===== src/rtl/inst_enc_loader_if.sv =====
// Request and imem-write bundle for the TCPU instruction encoder/loader.
// Latency: none, wires only.
// Backpressure: in_valid/in_ready handshake; the imem side is write-only with no backpressure.
// Ports: master = request producer / imem consumer, slave = the loader.
//   in_valid, kind, f_op, f_wadr, f_aradr, f_bradr, f_hi, f_imm : request (master -> slave)
//   in_ready                                                     : accept (slave -> master)
//   imem_we, imem_addr, imem_wdata                               : imem write port (slave -> master)
interface inst_enc_loader_if #(
   parameter int AW = 8
);
   logic          in_valid;
   logic          in_ready;
   logic [1:0]    kind;
   logic [2:0]    f_op;
   logic [1:0]    f_wadr;
   logic [1:0]    f_aradr;
   logic [1:0]    f_bradr;
   logic          f_hi;
   logic [7:0]    f_imm;
   logic          imem_we;
   logic [AW-1:0] imem_addr;
   logic [15:0]   imem_wdata;

   modport master (
      output in_valid, kind, f_op, f_wadr, f_aradr, f_bradr, f_hi, f_imm,
      input  in_ready, imem_we, imem_addr, imem_wdata
   );

   modport slave (
      input  in_valid, kind, f_op, f_wadr, f_aradr, f_bradr, f_hi, f_imm,
      output in_ready, imem_we, imem_addr, imem_wdata
   );
endinterface


===== src/rtl/inst_enc_loader.sv =====
// Packs field-level TCPU instruction requests into 16-bit words and writes them to imem from address 0.
// Latency: 1 cycle from accepted request to imem_we; throughput 1 word per 2 cycles.
// Backpressure: in_ready is high only in LOAD and depends on state alone, never on in_valid.
// Ports:
//   clk, rst        : clock, async active-high reset
//   start           : begin/restart a load at address 0 (honoured in IDLE and DONE only)
//   bus (slave)     : request fields + handshake, imem write strobe/address/data
//   busy            : LOAD or WRITE
//   done, overflow  : run finished / ended at full memory without HALT; held until start or rst
//   count           : words written in the current or last run
module inst_enc_loader #(
   parameter int AW = 8
) (
   input  logic                clk,
   input  logic                rst,
   input  logic                start,
   inst_enc_loader_if.slave    bus,
   output logic                busy,
   output logic                done,
   output logic                overflow,
   output logic [AW:0]         count
);

   localparam logic [1:0]    K_NOP  = 2'b00;
   localparam logic [1:0]    K_ALU  = 2'b01;
   localparam logic [1:0]    K_LI   = 2'b10;
   localparam logic [1:0]    K_HALT = 2'b11;
   localparam logic [AW-1:0] LAST   = {AW{1'b1}};

   typedef enum logic [1:0] {
      IDLE  = 2'd0,
      LOAD  = 2'd1,
      WRITE = 2'd2,
      DONE  = 2'd3
   } state_t;

   state_t        state_q, state_d;
   logic [AW-1:0] addr_q, addr_d;
   logic [15:0]   wdata_q, wdata_d;
   logic [1:0]    kind_q, kind_d;
   logic [AW:0]   count_q, count_d;
   logic          ovf_q, ovf_d;

   // Fields not used by the selected kind are dropped; every unlisted bit is 0.
   function automatic logic [15:0] encode(
      input logic [1:0] k,
      input logic [2:0] op,
      input logic [1:0] w,
      input logic [1:0] a,
      input logic [1:0] b,
      input logic       hi,
      input logic [7:0] imm
   );
      logic [15:0] word;
      word = 16'h0000;
      case (k)
         K_NOP:  word = 16'h0000;
         K_ALU:  word = {3'b000, 1'b0, w, b, 1'b0, op, 1'b0, 1'b1, a};
         K_LI:   word = {3'b010, 1'b0, w, 1'b0, hi, imm};
         K_HALT: word = 16'h0001;
         default: word = 16'h0000;
      endcase
      return word;
   endfunction

   always_ff @(posedge clk or posedge rst) begin
      if (rst) begin
         state_q <= IDLE;
         addr_q  <= '0;
         wdata_q <= '0;
         kind_q  <= K_NOP;
         count_q <= '0;
         ovf_q   <= 1'b0;
      end else begin
         state_q <= state_d;
         addr_q  <= addr_d;
         wdata_q <= wdata_d;
         kind_q  <= kind_d;
         count_q <= count_d;
         ovf_q   <= ovf_d;
      end
   end

   always_comb begin
      state_d = state_q;
      addr_d  = addr_q;
      wdata_d = wdata_q;
      kind_d  = kind_q;
      count_d = count_q;
      ovf_d   = ovf_q;
      case (state_q)
         IDLE, DONE: begin
            if (start) begin
               state_d = LOAD;
               addr_d  = '0;
               count_d = '0;
               ovf_d   = 1'b0;
            end
         end
         LOAD: begin
            if (bus.in_valid) begin
               wdata_d = encode(bus.kind, bus.f_op, bus.f_wadr, bus.f_aradr,
                                bus.f_bradr, bus.f_hi, bus.f_imm);
               kind_d  = bus.kind;
               state_d = WRITE;
            end
         end
         WRITE: begin
            count_d = count_q + 1'b1;
            // HALT takes priority, so HALT at the last address is a clean finish.
            if (kind_q == K_HALT) begin
               state_d = DONE;
            end else if (addr_q == LAST) begin
               ovf_d   = 1'b1;
               state_d = DONE;
            end else begin
               addr_d  = addr_q + 1'b1;
               state_d = LOAD;
            end
         end
         default: state_d = IDLE;
      endcase
   end

   // Outputs decode straight from registers, so reset clears imem_we asynchronously.
   assign bus.in_ready   = (state_q == LOAD);
   assign bus.imem_we    = (state_q == WRITE);
   assign bus.imem_addr  = addr_q;
   assign bus.imem_wdata = wdata_q;
   assign busy           = (state_q == LOAD) || (state_q == WRITE);
   assign done           = (state_q == DONE);
   assign overflow       = ovf_q;
   assign count          = count_q;

endmodule

===== src/flat_wrapper.sv =====
// flat-port wrapper written by rule: the top's interface ports become plain ports
module inst_enc_loader_flat 
#(
   parameter int AW = 8
)
  (clk, rst, start, busy, done, overflow, count, bus_in_valid, bus_kind, bus_f_op, bus_f_wadr, bus_f_aradr, bus_f_bradr, bus_f_hi, bus_f_imm, bus_in_ready, bus_imem_we, bus_imem_addr, bus_imem_wdata);
  inst_enc_loader_if #(.AW(AW)) bus_i ();
  input  logic clk;
  input  logic rst;
  input  logic start;
  output logic busy;
  output logic done;
  output logic overflow;
  output logic [AW:0] count;
  input wire logic [$bits(bus_i.in_valid)-1:0] bus_in_valid;
  input wire logic [$bits(bus_i.kind)-1:0] bus_kind;
  input wire logic [$bits(bus_i.f_op)-1:0] bus_f_op;
  input wire logic [$bits(bus_i.f_wadr)-1:0] bus_f_wadr;
  input wire logic [$bits(bus_i.f_aradr)-1:0] bus_f_aradr;
  input wire logic [$bits(bus_i.f_bradr)-1:0] bus_f_bradr;
  input wire logic [$bits(bus_i.f_hi)-1:0] bus_f_hi;
  input wire logic [$bits(bus_i.f_imm)-1:0] bus_f_imm;
  output wire logic [$bits(bus_i.in_ready)-1:0] bus_in_ready;
  output wire logic [$bits(bus_i.imem_we)-1:0] bus_imem_we;
  output wire logic [$bits(bus_i.imem_addr)-1:0] bus_imem_addr;
  output wire logic [$bits(bus_i.imem_wdata)-1:0] bus_imem_wdata;
  assign bus_i.in_valid = bus_in_valid;
  assign bus_i.kind = bus_kind;
  assign bus_i.f_op = bus_f_op;
  assign bus_i.f_wadr = bus_f_wadr;
  assign bus_i.f_aradr = bus_f_aradr;
  assign bus_i.f_bradr = bus_f_bradr;
  assign bus_i.f_hi = bus_f_hi;
  assign bus_i.f_imm = bus_f_imm;
  assign bus_in_ready = bus_i.in_ready;
  assign bus_imem_we = bus_i.imem_we;
  assign bus_imem_addr = bus_i.imem_addr;
  assign bus_imem_wdata = bus_i.imem_wdata;
  inst_enc_loader #(.AW(AW)) u_core (.clk(clk), .rst(rst), .start(start), .bus(bus_i), .busy(busy), .done(done), .overflow(overflow), .count(count));
endmodule

===== config.mk =====
export PLATFORM = sky130hd
export DESIGN_NAME = inst_enc_loader_flat
export DESIGN_NICKNAME = d
export VERILOG_FILES = /design/src/rtl/inst_enc_loader_if.sv /design/src/rtl/inst_enc_loader.sv /design/src/flat_wrapper.sv
export SDC_FILE = /design/constraint.sdc
export NUM_CORES = 1
export LEC_CHECK = 0
export CORE_MARGIN = 2
export CORE_UTILIZATION = 45
export DETAILED_ROUTE_END_ITERATION = 8
export HOLD_SLACK_MARGIN = 0.1
export PLACE_DENSITY = 0.92
export SLEW_MARGIN = 25
export SYNTH_ARGS = -nofsm -noshare
export SYNTH_HDL_FRONTEND = slang
export SYNTH_SLANG_ARGS = --single-unit

===== constraint.sdc =====
create_clock -name clk -period 2 [get_ports clk]
set_input_delay 0.5 -clock clk [delete_from_list [all_inputs] [get_ports clk]]
set_output_delay 0.5 -clock clk [all_outputs]
set_load 0.01 [all_outputs]

; After elaboration in Yosys (flattened, before gate mapping)
; Index checks and enable logic that the tools add are counted.
[totals]
register_bits = 38
elab_cells = 47
in_bits = 24
output_inout_bits = 38
[op_classes]
eq_ne = 13
add_sub_neg = 2
muxes = 16
reduce_logical = 10
[op_table]
columns = cell, count
row1 = $pmux 16 s4, 1
row2 = $mux 8, 3
row3 = $pmux 9 s2, 1
row4 = $pmux 8 s2, 1
row5 = $eq 2x2->1 const B, 5
row6 = $add 9x1->9 const B, 1
row7 = $mux 9, 1
row8 = $add 8x1->8 const B, 1
row9 = $eq 8x8->1 const B, 1
row10 = $mux 2, 4
row11 = $ne 2x2->1 const B, 4
row12 = $reduce_and 4->1, 2
row13 = $pmux 2 s3, 1
row14 = $reduce_and 2->1, 3
row15 = $eq 2x1->1 const B, 2
row16 = $logic_not 2->1, 2
row17 = $mux 1, 3
row18 = $ne 2x1->1 const B, 1
row19 = $pmux 1 s2, 1
row20 = $reduce_bool 2->1, 1
row21 = $reduce_or 2->1, 1
row22 = $logic_or 1x1->1, 1

; Depth between registers and ports, before layout
; Gate-level depths: netlist of run 1.
[logic_depth]
word_depth = 4
mapped_depth = 8
depth_no_buf = 6

; Worst setup path after synthesis of run 1
; Ideal clock, no wire load.
[synth_path]
path_kind = register to register
from = register u_core.state_q[0]
to = register u_core.addr_q[3] (netlist: u_core.bus.imem_addr[3])
t_arrival_ns = 1.625
stages_incl_launch_ff = 7
path_slack_ns = 0.288
period_less_slack_ns = 1.712
path_buffers = 0
setup_time_ns = 0.087
t_required_ns = 1.913
cell_sequence = dfrtp_1 inv_1 ha_1 or2b_2 nand2_1 or4_1 o211ai_1
[synth_between]
elab_chain_len = 4
word_cells_on_any_way = 10
classes_between = 5 x eq/ne / 1 x mux / 4 x reduce/logical
[synth_rtl]
columns = element, line
row1 = "start, declared", inst_enc_loader.sv:37  ; state_t state_q, state_d;
row2 = "start signal, assigned", inst_enc_loader.sv:75  ; state_q <= state_d;
row3 = $eq 2x2->1 / $logic_not 2->1 (equally long branches), inst_enc_loader.sv:91  ; case (state_q)
row4 = $reduce_or 2->1, inst_enc_loader.sv:91
row5 = $ne 2x2->1 (no source line) / $reduce_bool 2->1 (equally long branches), --
row6 = $reduce_and 4->1 (no source line), --
row7 = "end signal, assigned", inst_enc_loader.sv:76  ; addr_q <= addr_d;
row8 = "end, declared", inst_enc_loader.sv:38  ; logic [AW-1:0] addr_q, addr_d;
; Several ways; a longest one is shown, not always the timed one.
; A chain may end at the register's enable or synchronous reset.

; Worst setup path after layout of run 1
[layout_path]
from = register u_core.state_q[0]
to = output bus_imem_we
[layout_between]
elab_chain_len = 1
[layout_rtl]
columns = element, line
row1 = $eq 2x2->1, inst_enc_loader.sv:127  ; assign bus.imem_we = (state_q == WRITE);
row2 = "end, declared", flat_wrapper.sv:24  ; output wire logic [$bits(bus_i.imem_we)-1:0] bus_imem_we;
; Every way passes these cells.

==> results.sh, run 1 <==
export IMPL_status="finished clean"
export IMPL_maxSlewViolCount=0
export IMPL_dp_cells=288
export IMPL_final_hold_violation_count=0
export IMPL_grt_overflow=0
export IMPL_grt_usage_pct=21.0
export IMPL_num_vias=1586
export IMPL_comb_power_share_pct=47.2
export IMPL_synth_simple_area_share_pct=18.3
export IMPL_grt_pass1_wl_um=6960
export IMPL_die_h_um=66.8
export IMPL_use_met2_pct=35.4
export IMPL_stdcell_count=296
export IMPL_synthXorXnorAreaFrac_pct=1.48
export IMPL_rows=22
export IMPL_most_common_layout_cells="55 x clkdlybuf4s50_1, 35 x dfrtp_1, 26 x nand2_1, 14 x o21ai_0"
export IMPL_intPower_mw=1.81
export IMPL_grt_util_met1_pct=25.6
export IMPL_synth_top_family_by_area="compound AO/OA/AOI/OAI gates"
export IMPL_syn_area_um2=1770
export IMPL_cp_cell_sequence="inv_2 -> ha_4 -> clkdlybuf4s50_1"
export IMPL_layout_commonest_cell="clkdlybuf4s50_1"
export IMPL_drc=0
export IMPL_antenna_left=0
export IMPL_seq_area_um2=876
export IMPL_drive_gt1_share_pct=11.7
export IMPL_fin_crit_ns=1.95
export IMPL_die_area_um2=4460
export IMPL_die_w_um=66.8
export IMPL_slowest_stage="clkdlybuf4s50_1"
export IMPL_io_buffers=58
export IMPL_grt_max_degree=36
export IMPL_vias_per_cell=5.36
export IMPL_fillers=310
export IMPL_drt_iter0_markers=87
export IMPL_sw_frac_of_total_pct=35.7
export IMPL_clock_sinks=35
export IMPL_cp_data_arrival_time_ns=1.45
export IMPL_avgRoutedWirePerCell_um=14.6
export IMPL_muxShareOfSynthArea_pct=4.23
export IMPL_leakage_nw=1.13
export IMPL_rsz0062_at_grt="no"
export IMPL_clk_pin_slew_ns=0.06
export IMPL_postSynthAreaPerCell_um2=9.86
export IMPL_grt_use_met3_pct=4.05
export IMPL_num_nets_final=278
export IMPL_end_kind="output pin"
export IMPL_wirelength_um=4310
export IMPL_setup_violations=0
export IMPL_area_growth_pct=43.3
export IMPL_clockBufferDepth=2
export IMPL_cts_buffers=5
export IMPL_ctsHoldBuffers=0
export IMPL_cp_top_family="buffers and inverters"
export IMPL_clock_root_buffer="clkbuf_8"
export IMPL_peakVddDrop_v=0.000522
export IMPL_dp_hpwl_um=3200
export IMPL_critical_path_class="flip-flop to output pin"
export IMPL_synth_compound_area_share_pct=18.6
export IMPL_crit_fanout=3
export IMPL_maxCapViolCount=0
export IMPL_min_path_type="flip-flop to flip-flop"
export IMPL_globalplace_congestion=0.773
export IMPL_synth_yosys_seq_area_share_pct=49.4
export IMPL_fin_setup_tns_ns=0
export IMPL_ys_ff_latch=35
export IMPL_power_density_nw_per_um2=1110
export IMPL_cpPeakStageDelay_ns=0.53
export IMPL_ys_warn_count=0
export IMPL_path_buf_inv=2
export IMPL_antenna_cells=0
export IMPL_clock_skew_final_ns=0.00318
export IMPL_antenna_found_initial=0
export IMPL_htreeDepth=2
export IMPL_top_usage_layer="met2"
export IMPL_yosysUniqueCellTypes=41
export IMPL_drt_first_pass_iters=4
export IMPL_grt_pass1_vias=1519
export IMPL_p_sw_mw=1.00
export IMPL_cp_required_ns=1.50
export IMPL_synth_fa_ha_area_share_pct=3.53
export IMPL_max_clock_freq_ghz=0.513
export IMPL_postSynthCellCount=180
export IMPL_clockPowerShare_pct=16.4
export IMPL_p_seq_share_pct=36.4
export IMPL_multi_input_area_um2=845
export IMPL_clk_latency_ns=0.28
export IMPL_ios=62
export IMPL_core_area_um2=3720
export IMPL_start_util_pct=47.7
export IMPL_cts_tree="yes"
export IMPL_period_share_pct=97.4
export IMPL_cp_start_kind="flip-flop"
synth_stat cells:
cell type / number / area, um2
dfrtp_1: 35 / 876
nand2_1: 26 / 97.6
o21ai_0: 14 / 70.1
nor2_1: 12 / 45.0
nand3_1: 7 / 35.0
a22oi_1: 6 / 45.0
inv_1: 6 / 22.5
a22o_1: 5 / 43.8
clkbuf_1: 5 / 18.8
ha_1: 5 / 62.6
nor2b_1: 5 / 31.3
a21o_1: 4 / 30.0
a21oi_1: 4 / 20.0
buf_4: 4 / 30.0
mux2_2: 4 / 45.0
o31ai_1: 4 / 30.0
and3_1: 3 / 18.8
mux2i_1: 3 / 30.0
nor3_1: 3 / 15.0
xnor2_1: 3 / 26.3
nand4_1: 2 / 12.5
a211o_1: 1 / 8.76
a211oi_1: 1 / 7.51
a21o_2: 1 / 8.76
a221o_1: 1 / 10.0
a32o_1: 1 / 10.0
and2_1: 1 / 6.26
and4_1: 1 / 8.76
and4bb_1: 1 / 12.5
buf_2: 1 / 5.00
conb_1: 1 / 3.75
nand3_2: 1 / 10.0
nor4b_1: 1 / 8.76
o2111ai_2: 1 / 15.0
o211ai_1: 1 / 7.51
o21ai_2: 1 / 8.76
o22ai_1: 1 / 6.26
o2bb2ai_1: 1 / 8.76
or2b_2: 1 / 8.76
or3_1: 1 / 6.26
or4_1: 1 / 7.51
metal layers:
layer,wire [um],vias up
met5,0,-
met4,93,0
met3,161,10
met2,2230,33
met1,1820,770
li1,-,773
kinds of logic after synthesis:
logic type               after synthesis
adder cells (fa/ha/maj)                5
XOR/XNOR                               3
AO/OA/AOI/OAI                         47
other                                  1
flip-flops                            35
AND/OR/NAND/NOR                       66
multiplexers                           7
buffers and inverters                 16
registers in the layout, indices dropped and copies added (netlist names):
| register | cells |
|---|---|
| u_core.state_q | 2 |
| u_core.bus.imem_wdata | 13 |
| u_core.count | 9 |
| u_core.bus.imem_addr | 8 |
| u_core.overflow | 1 |
| u_core.kind_q | 2 |
per-stage QoR:
| step | worst slack (ns) | cell area, um2 | utilization [%] | hold WS [ns] | power, mW |
|---|---|---|---|---|---|
| 4_1_cts | 0.0436 | 2540 | 68.4 | 0.482 | 2.82 |
| 3_3_place_gp | 0.0852 | 2440 | 65.8 | 0.459 | 2.27 |
| 5_1_grt | 0.00976 | 2540 | 68.4 | 0.498 | 3.00 |
| 6_report | 0.0513 | 2540 | 68.4 | 0.479 | 2.81 |
| 3_5_place_dp | 0.0311 | 2440 | 65.8 | 0.467 | 2.32 |
| 2_1_floorplan | 0.288 | 1780 | - | 0.479 | 1.68 |
timing repair:
action	CTS	global route
setup buffers	2	0
resized for setup	6	0
endpoints found under the setup margin	3	0
power groups by stage:
| stage | logic [mW] | registers, mW | clock network (mW) |
|---|---|---|---|
| floorplan | 0.592 | 1.08 | 0 |
| global placement | 1.26 | 1.01 | 0 |
| detailed placement | 1.29 | 1.03 | 0 |
| CTS | 1.33 | 1.02 | 0.473 |
| global route | 1.44 | 1.05 | 0.512 |
| finish | 1.33 | 1.02 | 0.460 |
final cells by class:
type	count	area share, %
inverter	6	0.886
clock buffer	6	2.85
sequential	35	34.4
timing repair buffer	70	26.2
tap	48	2.36
multi-input combinational	131	33.2
final timing paths:
| check | from | to | slack [ns] | cells past startpoint |
|---|---|---|---|---|
| worst max-delay path | u_core.state_q[0] | bus_imem_we | 0.05 | 3 |
| worst min-delay path | u_core.bus.imem_wdata[14] | u_core.bus.imem_wdata[14] | 0.48 | 1 |
| worst max register to register | u_core.state_q[1] | u_core.bus.imem_addr[7] | 0.24 | 5 |
| worst min register to register | u_core.bus.imem_wdata[14] | u_core.bus.imem_wdata[14] | 0.48 | 1 |
| max in group asynchronous | rst | u_core.bus.imem_wdata[10] | 1.06 | 3 |
| min in group asynchronous | rst | u_core.bus.imem_wdata[3] | 0.62 | 3 |
Power figures use the tool's default switching activity.
==> inputs of run 2 (changes only) <==
- CORE_MARGIN: 2 -> 4
==> run 2 against run 1 <==
Against the previous run: first-iteration DRC count rose by 4.6%; maximum frequency up 0.25%; largest power group unchanged; die area increased by 12%; sequential share of layout area grew 0.12 points.
==> results.sh, run 2 (same netlist as run 1, synthesis figures left out) <==
export IMPL_vias_per_cell=5.34
export IMPL_critical_path_class="flip-flop to output pin"
export IMPL_cp_start_kind="flip-flop"
export IMPL_end_kind="output pin"
export IMPL_globalplace_congestion=0.808
export IMPL_crit_fanout=3
export IMPL_comb_power_share_pct=45.6
export IMPL_cp_data_arrival_time_ns=1.44
export IMPL_drive_gt1_share_pct=11.0
export IMPL_grt_max_degree=36
export IMPL_antenna_left=0
export IMPL_clock_skew_final_ns=0.00401
export IMPL_cts_tree="yes"
export IMPL_grt_pass1_vias=1541
export IMPL_postCtsSetupBuffers=0
export IMPL_drt_first_pass_iters=4
export IMPL_area_growth_pct=43.0
export IMPL_rsz0062_at_grt="no"
export IMPL_status="finished clean"
export IMPL_antenna_cells=0
export IMPL_p_sw_mw=0.994
export IMPL_most_common_layout_cells="55 x clkdlybuf4s50_1, 34 x dfrtp_1, 26 x nand2_1, 14 x o21ai_0, 12 x nor2_1"
export IMPL_stdcell_count=294
export IMPL_dp_cells=287
export IMPL_htreeDepth=2
export IMPL_period_share_pct=97.2
export IMPL_clock_root_buffer="clkbuf_8"
export IMPL_clk_latency_ns=0.28
export IMPL_num_nets_final=275
export IMPL_rows=22
export IMPL_io_buffers=58
export IMPL_dp_hpwl_um=3280
export IMPL_drc=0
export IMPL_grt_usage_pct=18.0
export IMPL_fillers=317
export IMPL_intPower_mw=1.81
export IMPL_ctsHoldBuffers=0
export IMPL_min_path_type="flip-flop to flip-flop"
export IMPL_ios=62
export IMPL_final_hold_violation_count=0
export IMPL_maxSlewViolCount=0
export IMPL_maxCapViolCount=0
export IMPL_peakVddDrop_v=0.000747
export IMPL_multi_input_area_um2=842
export IMPL_die_area_um2=5010
export IMPL_seq_area_um2=877
export IMPL_start_util_pct=47.4
export IMPL_core_area_um2=3740
export IMPL_max_slew_margin_pct=61.5
export IMPL_tightest_slew_ns=0.561
export IMPL_wirelength_um=4330
export IMPL_leakage_nw=1.13
export IMPL_avgRoutedWirePerCell_um=14.7
export IMPL_clockBufferDepth=2
export IMPL_p_seq_share_pct=36.5
export IMPL_cts_buffers=5
export IMPL_die_w_um=70.8
export IMPL_die_h_um=70.8
export IMPL_setup_violations=0
export IMPL_clock_sinks=35
export IMPL_cp_required_ns=1.50
export IMPL_largest_reg_flops=13
export IMPL_clk_pin_slew_ns=0.06
export IMPL_sw_frac_of_total_pct=35.4
export IMPL_power_density_nw_per_um2=1110
export IMPL_layout_commonest_cell="clkdlybuf4s50_1"
export IMPL_drt_iter0_markers=91
export IMPL_holdWs_ns=0.484
export IMPL_grt_overflow=0
export IMPL_max_clock_freq_ghz=0.514
export IMPL_fin_crit_ns=1.94
export IMPL_num_vias=1569
export IMPL_clockPowerShare_pct=17.9
export IMPL_grt_pass1_wl_um=7290
export IMPL_antenna_found_initial=0
==> run 2: cell types whose count changed in the layout (fill, tap and decap cells not counted) <==
cell,delta
dlygate4sd2_1,-1
inv_1,+1
ha_1,+1
clkbuf_8,+1
ha_2,-1
inv_2,-1
clkinv_2,+1
buf_4,-3
dfrtp_1,-1
dlymetal6s2s_1,+1
dfrtp_2,+1
clkbuf_1,-1
==> run 2: layer usage <==
| layer | up-vias | GRT usage, % | wire (um) |
|---|---|---|---|
| met1 | 760 | 22.9 | 1810 |
| met3 | 4 | 4.12 | 195 |
| met4 | 0 | 5.01 | 38 |
| li1 | 767 | - | - |
| met2 | 38 | 30.8 | 2290 |
| met5 | - | 0 | 0 |
==> run 2: through the flow <==
stage	total power, mW	util (%)	area (um2)	TNS (ns)	setup slack [ns]
after floorplan	1.68	-	1780	0	0.288
after global placement	2.26	65.1	2440	0	0.0655
after detailed placement	2.31	65.1	2440	-0.000923	-0.000923
after CTS	2.83	67.7	2530	0	0.00784
after global routing	3.01	67.8	2540	0	0.0105
final	2.81	67.8	2540	0	0.0561
==> run 2: path summary, 6_finish.rpt <==
| path | start | depth (start not counted) | slack, ns | endpoint |
|---|---|---|---|---|
| max in group asynchronous | rst | 3 | 1.05 | u_core.state_q[1] |
| max reg2reg | u_core.state_q[1] | 5 | 0.14 | u_core.count[8] |
| min | u_core.bus.imem_wdata[6] | 2 | 0.48 | u_core.bus.imem_wdata[6] |
| min in group asynchronous | rst | 3 | 0.62 | u_core.bus.imem_wdata[14] |
| max | u_core.state_q[0] | 3 | 0.06 | bus_imem_we |
| min reg2reg | u_core.bus.imem_wdata[6] | 2 | 0.48 | u_core.bus.imem_wdata[6] |
==> run 2: layout make-up <==
cell class / instances / share of cell area (%)
Clock buffer: 6 / 3.25
Inverter: 6 / 0.888
Sequential cell: 35 / 34.6
Timing Repair Buffer: 67 / 25.5
Multi-Input combinational cell: 131 / 33.2
Tap cell: 48 / 2.37
Clock inverter: 1 / 0.197
==> run 2: timing repair <==
action	4_1_cts	5_1_grt
resized for setup	5	1
endpoints found under the setup margin	3	1
endpoints found under the hold margin	0	0
==> run 2: worst max-delay path, cell delays in order (launching register included) <==
cell and delay (ns):
dfrtp_1 0.39, inv_1 0.10, ha_4 0.15, clkdlybuf4s50_1 0.53
==> run 2: power groups by stage <==
stage | Combinational, mW | Clock (mW) | Sequential [mW]
after floorplan | 0.592 | 0 | 1.08
after global placement | 1.25 | 0 | 1.01
after detailed placement | 1.28 | 0 | 1.03
after CTS | 1.29 | 0.513 | 1.02
after global routing | 1.40 | 0.546 | 1.06
final | 1.28 | 0.504 | 1.02
==> inputs of run 3 (changes only) <==
- CELL_PAD_IN_SITES_DETAIL_PLACEMENT: not set -> 0
- CELL_PAD_IN_SITES_GLOBAL_PLACEMENT: not set -> 1
- CORE_UTILIZATION: 45 -> 33
- PLACE_DENSITY: 0.92 -> 0.91
==> run 3 against run 2 <==
Against the previous run: hold slack worse by 0.00082 ns; cell count is 9.2% higher; clock skew is 0.00054 ns higher; non-clock buffer count is 4 higher; wire length is 2.2% higher; count of clock-buffer cells in the layout is 1 higher; register-to-register slack better by 0.11 ns; via count is 0.89% lower; largest power group unchanged.
==> results.sh, run 3 (same netlist as run 1, synthesis figures left out) <==
export IMPL_end_kind="output pin"
export IMPL_grt_pass1_wl_um=7460
export IMPL_fin_crit_ns=1.86
export IMPL_cts_buffers=5
export IMPL_layout_commonest_cell="clkdlybuf4s50_1"
export IMPL_critical_path_class="flip-flop to output pin"
export IMPL_slowest_stage="dfrtp_2"
export IMPL_grt_usage_pct=14.6
export IMPL_drc=0
export IMPL_grt_pass1_vias=1515
export IMPL_drt_iter0_markers=79
export IMPL_fin_setup_tns_ns=0
export IMPL_vias_per_cell=4.84
export IMPL_cp_start_kind="flip-flop"
export IMPL_globalplace_congestion=0.810
export IMPL_leakage_nw=1.17
export IMPL_most_common_layout_cells="54 x clkdlybuf4s50_1, 34 x dfrtp_1, 26 x nand2_1, 14 x o21ai_0, 13 x buf_4"
export IMPL_htreeDepth=2
export IMPL_peakVddDrop_v=0.000353
export IMPL_ios=62
export IMPL_grt_overflow=0
export IMPL_period_share_pct=92.8
export IMPL_area_growth_pct=46.1
export IMPL_antenna_cells=0
export IMPL_path_buf_inv=2
export IMPL_max_clock_freq_ghz=0.539
export IMPL_start_util_pct=34.3
export IMPL_postCtsSetupBuffers=0
export IMPL_rsz0062_at_grt="no"
export IMPL_wirelength_um=4430
export IMPL_clk_latency_ns=0.28
export IMPL_antenna_found_initial=0
export IMPL_cp_top_family="flip-flops"
export IMPL_drive_gt1_share_pct=12.0
export IMPL_grt_max_degree=36
export IMPL_maxCapViolCount=0
export IMPL_cpPeakStageDelay_ns=0.45
export IMPL_clock_skew_final_ns=0.00455
export IMPL_die_area_um2=6610
export IMPL_final_hold_violation_count=0
export IMPL_crit_fanout=6
export IMPL_clockBufferDepth=2
export IMPL_fillers=473
export IMPL_maxSlewViolCount=0
export IMPL_die_w_um=81.3
export IMPL_num_vias=1555
export IMPL_avgRoutedWirePerCell_um=13.8
export IMPL_clk_pin_slew_ns=0.07
export IMPL_power_density_nw_per_um2=1100
export IMPL_core_area_um2=5170
export IMPL_rows=26
export IMPL_min_path_type="flip-flop to flip-flop"
export IMPL_drt_first_pass_iters=4
export IMPL_final_core_util_pct=50.1
export IMPL_num_nets_final=279
export IMPL_cp_required_ns=1.50
export IMPL_cp_data_arrival_time_ns=1.36
export IMPL_largest_reg_flops=13
export IMPL_antenna_left=0
export IMPL_dp_hpwl_um=3260
export IMPL_cts_tree="yes"
export IMPL_clock_root_buffer="clkbuf_8"
export IMPL_die_h_um=81.3
export IMPL_status="finished clean"
export IMPL_io_buffers=58
export IMPL_cp_cell_sequence="ha_4 -> inv_1 -> dlygate4sd2_1"
export IMPL_setup_violations=0
export IMPL_clock_sinks=35
-- run 3: cell types whose count changed in the layout (fill, tap and decap cells not counted) --
cell	before	now
buf_4	9	13
clkbuf_1	0	2
clkbuf_8	6	5
clkdlybuf4s50_1	55	54
dlymetal6s2s_1	1	2
-- run 3: layout make-up --
class	count	area, um2	area share [%]
Clock buffer	7	76.3	2.95
Clock inverter	1	5.00	0.193
Inverter	6	22.5	0.869
Multi-Input combinational cell	131	842	32.5
Sequential cell	35	877	33.8
Tap cell	70	87.6	3.38
Timing Repair Buffer	71	681	26.3
-- run 3: worst paths after layout --
kind | from | endpoint | slack [ns] | depth (start not counted)
max in group asynchronous | rst | u_core.state_q[1] | 1.04 | 3
setup / recovery | u_core.state_q[1] | busy | 0.14 | 3
hold reg to reg | u_core.bus.imem_wdata[8] | u_core.bus.imem_wdata[8] | 0.48 | 2
setup reg to reg | u_core.state_q[1] | u_core.bus.imem_addr[5] | 0.25 | 5
hold / removal | u_core.bus.imem_wdata[8] | u_core.bus.imem_wdata[8] | 0.48 | 2
min in group asynchronous | rst | u_core.bus.imem_wdata[11] | 0.62 | 3
-- run 3: power breakdown --
part	internal, mW	switching [mW]	total [mW]
sequential	0.892	0.119	1.01
clock	0.244	0.244	0.489
combinational	0.694	0.648	1.34
total	1.83	1.01	2.84
-- run 3: repair_timing --
item / CTS / global route
hold buffers: 0 / 0
pin swaps: 0 / 0
endpoints found under the setup margin: 3 / 2
endpoints found under the hold margin: 0 / 0
resized for setup: 5 / 2
-- run 3: tightest hold or removal path, cell delays in order (launching register included) --
cell and delay [ns]:
dfrtp_1 0.35, nand2_1 0.05, o21ai_0 0.06
-- run 3: through the flow --
step	setup slack (ns)	hold slack (ns)	total power, mW	std cells	cell area [um2]
floorplan	0.288	0.479	1.68	182	1780
global placement	0.0815	0.459	2.34	313	2490
detailed placement	0.0591	0.473	2.37	313	2490
CTS	0.0136	0.490	2.90	321	2590
global route	0.0703	0.512	3.08	321	2590
finish	0.143	0.483	2.84	321	2590
-- run 3: layer usage --
layer	global-route usage, %	up-vias	routed length (um)
met4	4.73	0	46
met5	0	-	0
met2	21.9	36	2160
li1	-	777	-
met3	3.77	5	201
met1	20.3	737	2020
